## config.mk

```make
export PLATFORM = sky130hd
export DESIGN_NAME = seq_sink_flat
export DESIGN_NICKNAME = d
export VERILOG_FILES = /design/src/rtl/seq_sink_if.sv /design/src/rtl/seq_sink.sv /design/src/flat_wrapper.sv
export SDC_FILE = /design/constraint.sdc
export NUM_CORES = 1
export LEC_CHECK = 0
export ABC_CLOCK_PERIOD_IN_PS = 2360
export CORE_MARGIN = 2
export CORE_UTILIZATION = 42
export CTS_CLUSTER_SIZE = 12
export DETAILED_ROUTE_END_ITERATION = 10
export GPL_TIMING_DRIVEN = 1
export PLACE_DENSITY = 0.71
export SYNTH_ARGS = -nofsm -noshare
export SYNTH_HDL_FRONTEND = slang
export SYNTH_SLANG_ARGS = --single-unit
```

## constraint.sdc

```tcl
create_clock -name clk -period 2.36 [get_ports clk]
set_clock_uncertainty 0.1 [all_clocks]
set_input_delay 0.236 -clock clk [delete_from_list [all_inputs] [get_ports clk]]
set_output_delay 0.236 -clock clk [all_outputs]
set_load 0.03 [all_outputs]
```

## src/rtl/seq_sink_if.sv

```systemverilog
// Valid/ready stream bundle between an upstream sender (master) and the seq_sink consumer (slave).
interface seq_sink_if #(
    parameter int DW = 32
);
    logic          up_valid;
    logic [DW-1:0] up_data;
    logic          up_ready;

    modport master (output up_valid, output up_data, input up_ready);
    modport slave  (input up_valid, input up_data, output up_ready);
endinterface

```

## src/rtl/seq_sink.sv

```systemverilog
// Stream sink: programmable back-pressure, incrementing-sequence checker, saturating counters.
// Optional handshake-violation detector enabled by defining SEQ_SINK_PROTO_CHECK_EN.
module seq_sink #(
    parameter int            DW    = 32,
    parameter int            DELAY = 0,
    parameter logic [DW-1:0] START = '0,
    parameter int            CNT_W = 16
) (
    input  logic             clk,
    input  logic             rst,
    seq_sink_if.slave        up,
    output logic [DW-1:0]    expected,
    output logic [CNT_W-1:0] beat_cnt,
    output logic [CNT_W-1:0] err_cnt,
    output logic             err,
    output logic [DW-1:0]    first_bad,
    output logic             proto_err
);
    localparam int               HW        = (DELAY > 1) ? $clog2(DELAY) : 1;
    localparam int               HOLD_INIT = (DELAY > 0) ? DELAY - 1 : 0;
    localparam bit               USE_HOLD  = (DELAY > 0);
    localparam logic [CNT_W-1:0] CNT_MAX   = '1;

    typedef enum logic {RDY, HOLD} state_t;

    state_t        state_reg;
    logic [HW-1:0] hold_cnt_reg;
    logic          ready_reg;
    logic [DW-1:0] expected_reg;
    logic [DW-1:0] first_bad_reg;
    logic          err_reg;
    logic          accept;
    logic          match;
    logic [1:0]    cnt_inc;

    assign accept      = up.up_valid & ready_reg;
    assign match       = (up.up_data == expected_reg);
    assign up.up_ready = ready_reg;

    // ready is low during reset and rises on the first edge after release
    always_ff @(posedge clk or negedge rst) begin
        if (!rst) begin
            state_reg    <= RDY;
            hold_cnt_reg <= '0;
            ready_reg    <= 1'b0;
        end else begin
            case (state_reg)
                RDY: begin
                    if (accept && USE_HOLD) begin
                        state_reg    <= HOLD;
                        hold_cnt_reg <= HW'(HOLD_INIT);
                        ready_reg    <= 1'b0;
                    end else begin
                        ready_reg    <= 1'b1;
                    end
                end
                HOLD: begin
                    if (hold_cnt_reg == '0) begin
                        state_reg <= RDY;
                        ready_reg <= 1'b1;
                    end else begin
                        hold_cnt_reg <= hold_cnt_reg - 1'b1;
                    end
                end
                default: begin
                    state_reg <= RDY;
                    ready_reg <= 1'b0;
                end
            endcase
        end
    end

    // A mismatch resynchronises to the received word so one dropped word is one error
    always_ff @(posedge clk or negedge rst) begin
        if (!rst) begin
            expected_reg  <= START;
            err_reg       <= 1'b0;
            first_bad_reg <= '0;
        end else if (accept) begin
            expected_reg <= (match ? expected_reg : up.up_data) + 1'b1;
            if (!match) begin
                err_reg <= 1'b1;
                if (!err_reg) begin
                    first_bad_reg <= up.up_data;
                end
            end
        end
    end

    assign cnt_inc = {accept & ~match, accept};

    generate
        for (genvar gi = 0; gi < 2; gi++) begin : g_cnt
            logic [CNT_W-1:0] cnt_reg;
            always_ff @(posedge clk or negedge rst) begin
                if (!rst) begin
                    cnt_reg <= '0;
                end else if (cnt_inc[gi] && (cnt_reg != CNT_MAX)) begin
                    cnt_reg <= cnt_reg + 1'b1;
                end
            end
        end
    endgenerate

    assign expected  = expected_reg;
    assign beat_cnt  = g_cnt[0].cnt_reg;
    assign err_cnt   = g_cnt[1].cnt_reg;
    assign err       = err_reg;
    assign first_bad = first_bad_reg;

`ifdef SEQ_SINK_PROTO_CHECK_EN
    logic          stalled_reg;
    logic [DW-1:0] stalled_data_reg;
    logic          proto_err_reg;

    // A stalled beat must stay valid with unchanged payload on the following cycle
    always_ff @(posedge clk or negedge rst) begin
        if (!rst) begin
            stalled_reg      <= 1'b0;
            stalled_data_reg <= '0;
            proto_err_reg    <= 1'b0;
        end else begin
            stalled_reg      <= up.up_valid & ~ready_reg;
            stalled_data_reg <= up.up_data;
            if (stalled_reg && (!up.up_valid || (up.up_data != stalled_data_reg))) begin
                proto_err_reg <= 1'b1;
            end
        end
    end

    assign proto_err = proto_err_reg;
`else
    assign proto_err = 1'b0;
`endif

endmodule

```

## src/flat_wrapper.sv

```systemverilog
// flat-port wrapper written by rule: the top's interface ports become plain ports
module seq_sink_flat 
#(
    parameter int            DW    = 32,
    parameter int            DELAY = 0,
    parameter logic [DW-1:0] START = '0,
    parameter int            CNT_W = 16
)
  (clk, rst, expected, beat_cnt, err_cnt, err, first_bad, proto_err, up_up_valid, up_up_data, up_up_ready);
  seq_sink_if #(.DW(DW)) up_i ();
  input  logic clk;
  input  logic rst;
  output logic [DW-1:0] expected;
  output logic [CNT_W-1:0] beat_cnt;
  output logic [CNT_W-1:0] err_cnt;
  output logic err;
  output logic [DW-1:0] first_bad;
  output logic proto_err;
  input wire logic [$bits(up_i.up_valid)-1:0] up_up_valid;
  input wire logic [$bits(up_i.up_data)-1:0] up_up_data;
  output wire logic [$bits(up_i.up_ready)-1:0] up_up_ready;
  assign up_i.up_valid = up_up_valid;
  assign up_i.up_data = up_up_data;
  assign up_up_ready = up_i.up_ready;
  seq_sink #(.DW(DW), .DELAY(DELAY), .START(START), .CNT_W(CNT_W)) u_core (.clk(clk), .rst(rst), .up(up_i), .expected(expected), .beat_cnt(beat_cnt), .err_cnt(err_cnt), .err(err), .first_bad(first_bad), .proto_err(proto_err));
endmodule
```

; Word level (Yosys, flattened, before mapping)
; Index checks and enable logic that the tools add are counted.
[totals]
reg_bits = 100
latch_bits = 0
mem_bits_rw = 0
mem_bits_ro = 0
word_cells = 31
n_memories = 0
[classes]
addsub = 4
mul = 0
div_mod_pow = 0
order_cmp = 0
eq_ne = 4
shifts = 0
mux = 6
bitwise_logic = 5
n_reduce_logical = 4
[ops]
columns = cell, n
row1 = $add 16x1->16 const B, 2
row2 = $add 32x1->32 const B, 1
row3 = $eq 32x32->1, 1
row4 = $mux 32, 1
row5 = $ne 16x16->1 const B, 2
row6 = $mux 1, 4
row7 = $not 1->1, 3
row8 = $reduce_and 3->1, 1
row9 = $and 1x1->1, 2
row10 = $logic_and 1x1->1, 2
row11 = $ne 2x2->1 const B, 1
row12 = $pmux 1 s2, 1
row13 = $reduce_and 2->1, 1
row14 = $sub 1x1->1 const B, 1

; Longest topological paths before layout
[depth]
depth_word = 4
mapped_depth = 8
mapped_depth_nobuf = 7

; Least setup slack after synthesis
; No wires, ideal clock.
[synth_timing]
kind = register to register
startpoint = register u_core.g_cnt[0].cnt_reg[0], in the netlist u_core.beat_cnt[0]
endpoint = register u_core.g_cnt[0].cnt_reg[14], in the netlist u_core.beat_cnt[14]
setup_ns = 0.081
arrival_time_ns = 1.988
required_time_ns = 2.179
setup_slack_ns = 0.192
path_stages_with_launch = 9
path_cell_list = dfrtp_1 ha_1 and3_1 and3_1 clkbuf_1 a41oi_4 nand2_1 nor2_1 xor2_1
[synth_via]
elab_chain_cells = 2
elab_cells_between_ends = 3
classes_between = add/sub: 1 / eq/ne: 1 / reduce/logical: 1
[synth_lines]
columns = item, line_no
row1 = start: declaration, seq_sink.sv:94  ; logic [CNT_W-1:0] cnt_reg;
row2 = start signal: assignment, seq_sink.sv:99  ; cnt_reg <= cnt_reg + 1'b1;
row3 = branches (longest 2 deep; another with $add 16x1->16), -
; Parallel ways; which one is timed is not known.
; A chain may end at the register's enable or synchronous reset.

; Worst setup path in the final report
[layout_timing]
startpoint = register u_core.expected_reg[27], in the netlist u_core.expected[27]
endpoint = register u_core.first_bad_reg[15], in the netlist u_core.first_bad[15]
[layout_via]
elab_chain_cells = 3
[layout_lines]
columns = item, line_no
row1 = start: declaration, seq_sink.sv:29  ; logic [DW-1:0] expected_reg;
row2 = start signal: assignment, seq_sink.sv:80  ; expected_reg <= (match ? expected_reg : up.up_data) + 1'b1;
row3 = $eq 32x32->1, seq_sink.sv:37  ; assign match = (up.up_data == expected_reg);
row4 = $not 1->1 (no line), -
row5 = $reduce_and 3->1 (no line), -
row6 = end signal: assignment, seq_sink.sv:84  ; first_bad_reg <= up.up_data;
row7 = end: declaration, seq_sink.sv:30  ; logic [DW-1:0] first_bad_reg;
; No other way between the ends.

==> results.md <==
* Synth area leaders: dfrtp_1 49%, xnor2_1 13%, mux2_4 8.9%, nand2_1 4.3%, nand4_1 3.2%
* Area delta synth->final at 42.82%
* Placed insts at ~760
* Total clock sinks at between 90 and 100
* Via-to-Cell Ratio at roughly 5.1
* Fin. Hold Viols at 0
* Minimum clock period after layout at approximately 2.2 ns
* Initial Util at 42.52%
* Global route overflow at 0
* Req. time, crit path at 2.49 ns
* Worst Setup End Kind: flop
* Fin util at roughly three fifths
* Vias after detailed routing at between 3000 and 4000
* Slowest stage delay, CP at around 0.4 ns
* DP Worst Slack at -0.09808 ns
* Layout cells sized above 1 at 18.86%
* I/O Pins at between 100 and 150
* CTS max path bufs at 2
* Final Slew Violations at 0
* HP Class: in -> async
* FFs w/ async S/R, synth at 100.0%
* Most frequent cell after synthesis: dfrtp_1
* Worst setup margin at around 0.15 ns
* Post-DRT Antenna Nets at 0
* Placer Congestion at 0.8687
* Setup repair bufs after CTS at 0
* Latest clock arrival within the worst-skew pair at about 0.35 ns
* CTS tree: built
* Critical Path Fanout Max at 12
* Synth Instances at between 400 and 500
* CP arrival at about 2.3 ns
* Final setup violating endpoints at 0
* Avg Cell Area, Syn at between 10 and 15 um^2
* #FFs+latches synth at about 100
* Die ar. at approximately 13000 um^2
* Root cell of the clock tree: clkbuf_16
* Chip Height at 113.6 um
* Post-synth top area share at about half
* Slowest cell on crit path: dfrtp_1
* FF-to-FF setup slack at around 0.15 ns
* Worst rel slew slack at 64.03%
* CP Cell Sequence: xnor2_1 > nand4_1 > nor4_4 > a211oi_4 > buf_12 > mux2_4
* Core Rows at 40
* Post-synth top cells: 98 x dfrtp_1, 75 x xnor2_1, 58 x nand2_1
* Average wire per standard cell at ~17 um
* Max_cap viols at 0
* Core Area at between 10000 and 15000 um^2
* Initial antenna violation count at 0
* Pre-antenna DRT Iters at 6
* Cell taking the most area after synthesis: dfrtp_1
* Critical path class: reg -> reg
* Post-DP HPWL at between 10000 and 15000 um
* Pwr per Cell Area at 773.9 nW/um^2
* Unrepaired setup endpoints after global routing: no
* Total wire length at approximately 13000 um
* Number of global-route vias before repair at roughly 4100
* DRC Markers at 0
* Initial DRC count at 201
* Port Buffers at 132
* Non-Filler Instances at slightly below 800
* P_leak at between 0.003 and 0.004 uW
* Fin nets at roughly 670
* Die width at ~110 um
* Highest clock rate at approximately 450 MHz
* Final period util at between 90 and 100%
* Clk pin slew, worst setup/hold paths at around 0.06 ns
* Fillers at about 940
* Dominant synthesized flop cell: dfrtp_1
* Final hold slack at approximately 0.27 ns
* Largest net degree at the start of global routing at 63
* ANT cells at 0
* H-tree lvl count at 3
* VDD IR max at 0.3741 mV
* Num CTS Buffers at 9
* Yosys cell types at 37
* EDFF count, synth at 0
* Critical Path Source Type: flop
* First-pass GRT wire length at 21510 um
* Slew @ Worst Pin at about 0.54 ns
* Mapped Area at around 5000 um^2
* Mapped Nets at 487
* Pwr Total at roughly 5600 uW
* Gr usage total at a little over a fifth
* Sequential area share after synthesis at 48.62%
* Outcome: complete, no violations
* Synth Warn # at 0
==> area by class of cell <==
| cell class | count | area [um^2] | area share, % |
|---|---|---|---|
| inverters | 4 | 15.01 | 0.2084 |
| repair buffers | 189 | 1799 | 24.98 |
| clock buffers | 13 | 270.3 | 3.752 |
| clock inverters | 2 | 35.03 | 0.4864 |
| flip-flops and latches | 98 | 2452 | 34.05 |
| well taps | 147 | 183.9 | 2.553 |
| multi-input cells | 325 | 2447 | 33.98 |
==> cells in the final DEF (no fill, tap or decap), types with 8 or more instances in the layout <==
| master | count |
|---|---|
| mux2_4 | 30 |
| and3_1 | 17 |
| nand2_1 | 57 |
| and4_1 | 8 |
| nand3_1 | 16 |
| o21ai_0 | 27 |
| buf_4 | 53 |
| clkdlybuf4s50_1 | 131 |
| nand4_1 | 26 |
| xor2_1 | 14 |
| nor2_1 | 16 |
| clkbuf_16 | 9 |
| dfrtp_1 | 98 |
| xnor2_1 | 75 |
==> layer usage <==
metal	wire length [um]	up-vias	global-route usage, %
li1	-	1890	-
met1	5943	1939	28.89
met2	6322	114	34.45
met3	676	20	3.826
met4	344	0	9.187
met5	0	-	0
==> power breakdown <==
part	internal [uW]	leakage (uW)	switching, uW
Combinational	865	0.00166	977
Clock	901	0.000152	612
Sequential	1950	0.00123	273
==> critical path: cells and delay by family (launching register included) <==
| family | cells | cell delay [ns] |
|---|---|---|
| AOI/OAI and AO/OA | 1 | 0.16 |
| xor gates and xnor gates | 1 | 0.31 |
| buffers and inverters | 1 | 0.19 |
| DFF | 1 | 0.41 |
| muxes | 1 | 0.30 |
| and+or+nand+nor | 2 | 0.60 |
==> path summary, 6_finish.rpt <==
path                                                 start  cells past startpoint                          endpoint
setup / recovery           u_core.expected[27]$_DFFE_PN0P_                      6  u_core.first_bad[15]$_DFFE_PN0P_
hold / removal                                         rst                      2   u_core.beat_cnt[11]$_DFFE_PN0P_
setup reg to reg           u_core.expected[27]$_DFFE_PN0P_                      6  u_core.first_bad[15]$_DFFE_PN0P_
hold reg to reg             u_core.err_cnt[14]$_DFFE_PN0P_                      1    u_core.err_cnt[14]$_DFFE_PN0P_
max in group asynchronous                              rst                      3   u_core.expected[23]$_DFFE_PN0P_
min in group clk            u_core.err_cnt[14]$_DFFE_PN0P_                      1    u_core.err_cnt[14]$_DFFE_PN0P_
==> stage by stage <==
stage	TNS, ns	cell area (um^2)
finish	0	7203
global route	0	7203
CTS	0	7203
detailed placement	-2.412	6888
global placement	-2.249	6888
floorplan	0	5044
==> kinds of logic after synthesis <==
| kind of cell | after synthesis | synth area share [%] |
|---|---|---|
| flops | 98 | 48.62 |
| buf+inv | 26 | 2.902 |
| mux | 36 | 10.27 |
| compound gates | 37 | 4.565 |
| other cells | 2 | 0.1489 |
| fa+ha+maj | 3 | 0.7443 |
| xor+xnor | 90 | 15.78 |
| simple gates | 157 | 16.97 |
==> timing repair <==
item,CTS,global route
endpoints found under the hold margin,30,0
hold buffers,1,0
resized for setup,0,0
Power figures use the tool's default switching activity.
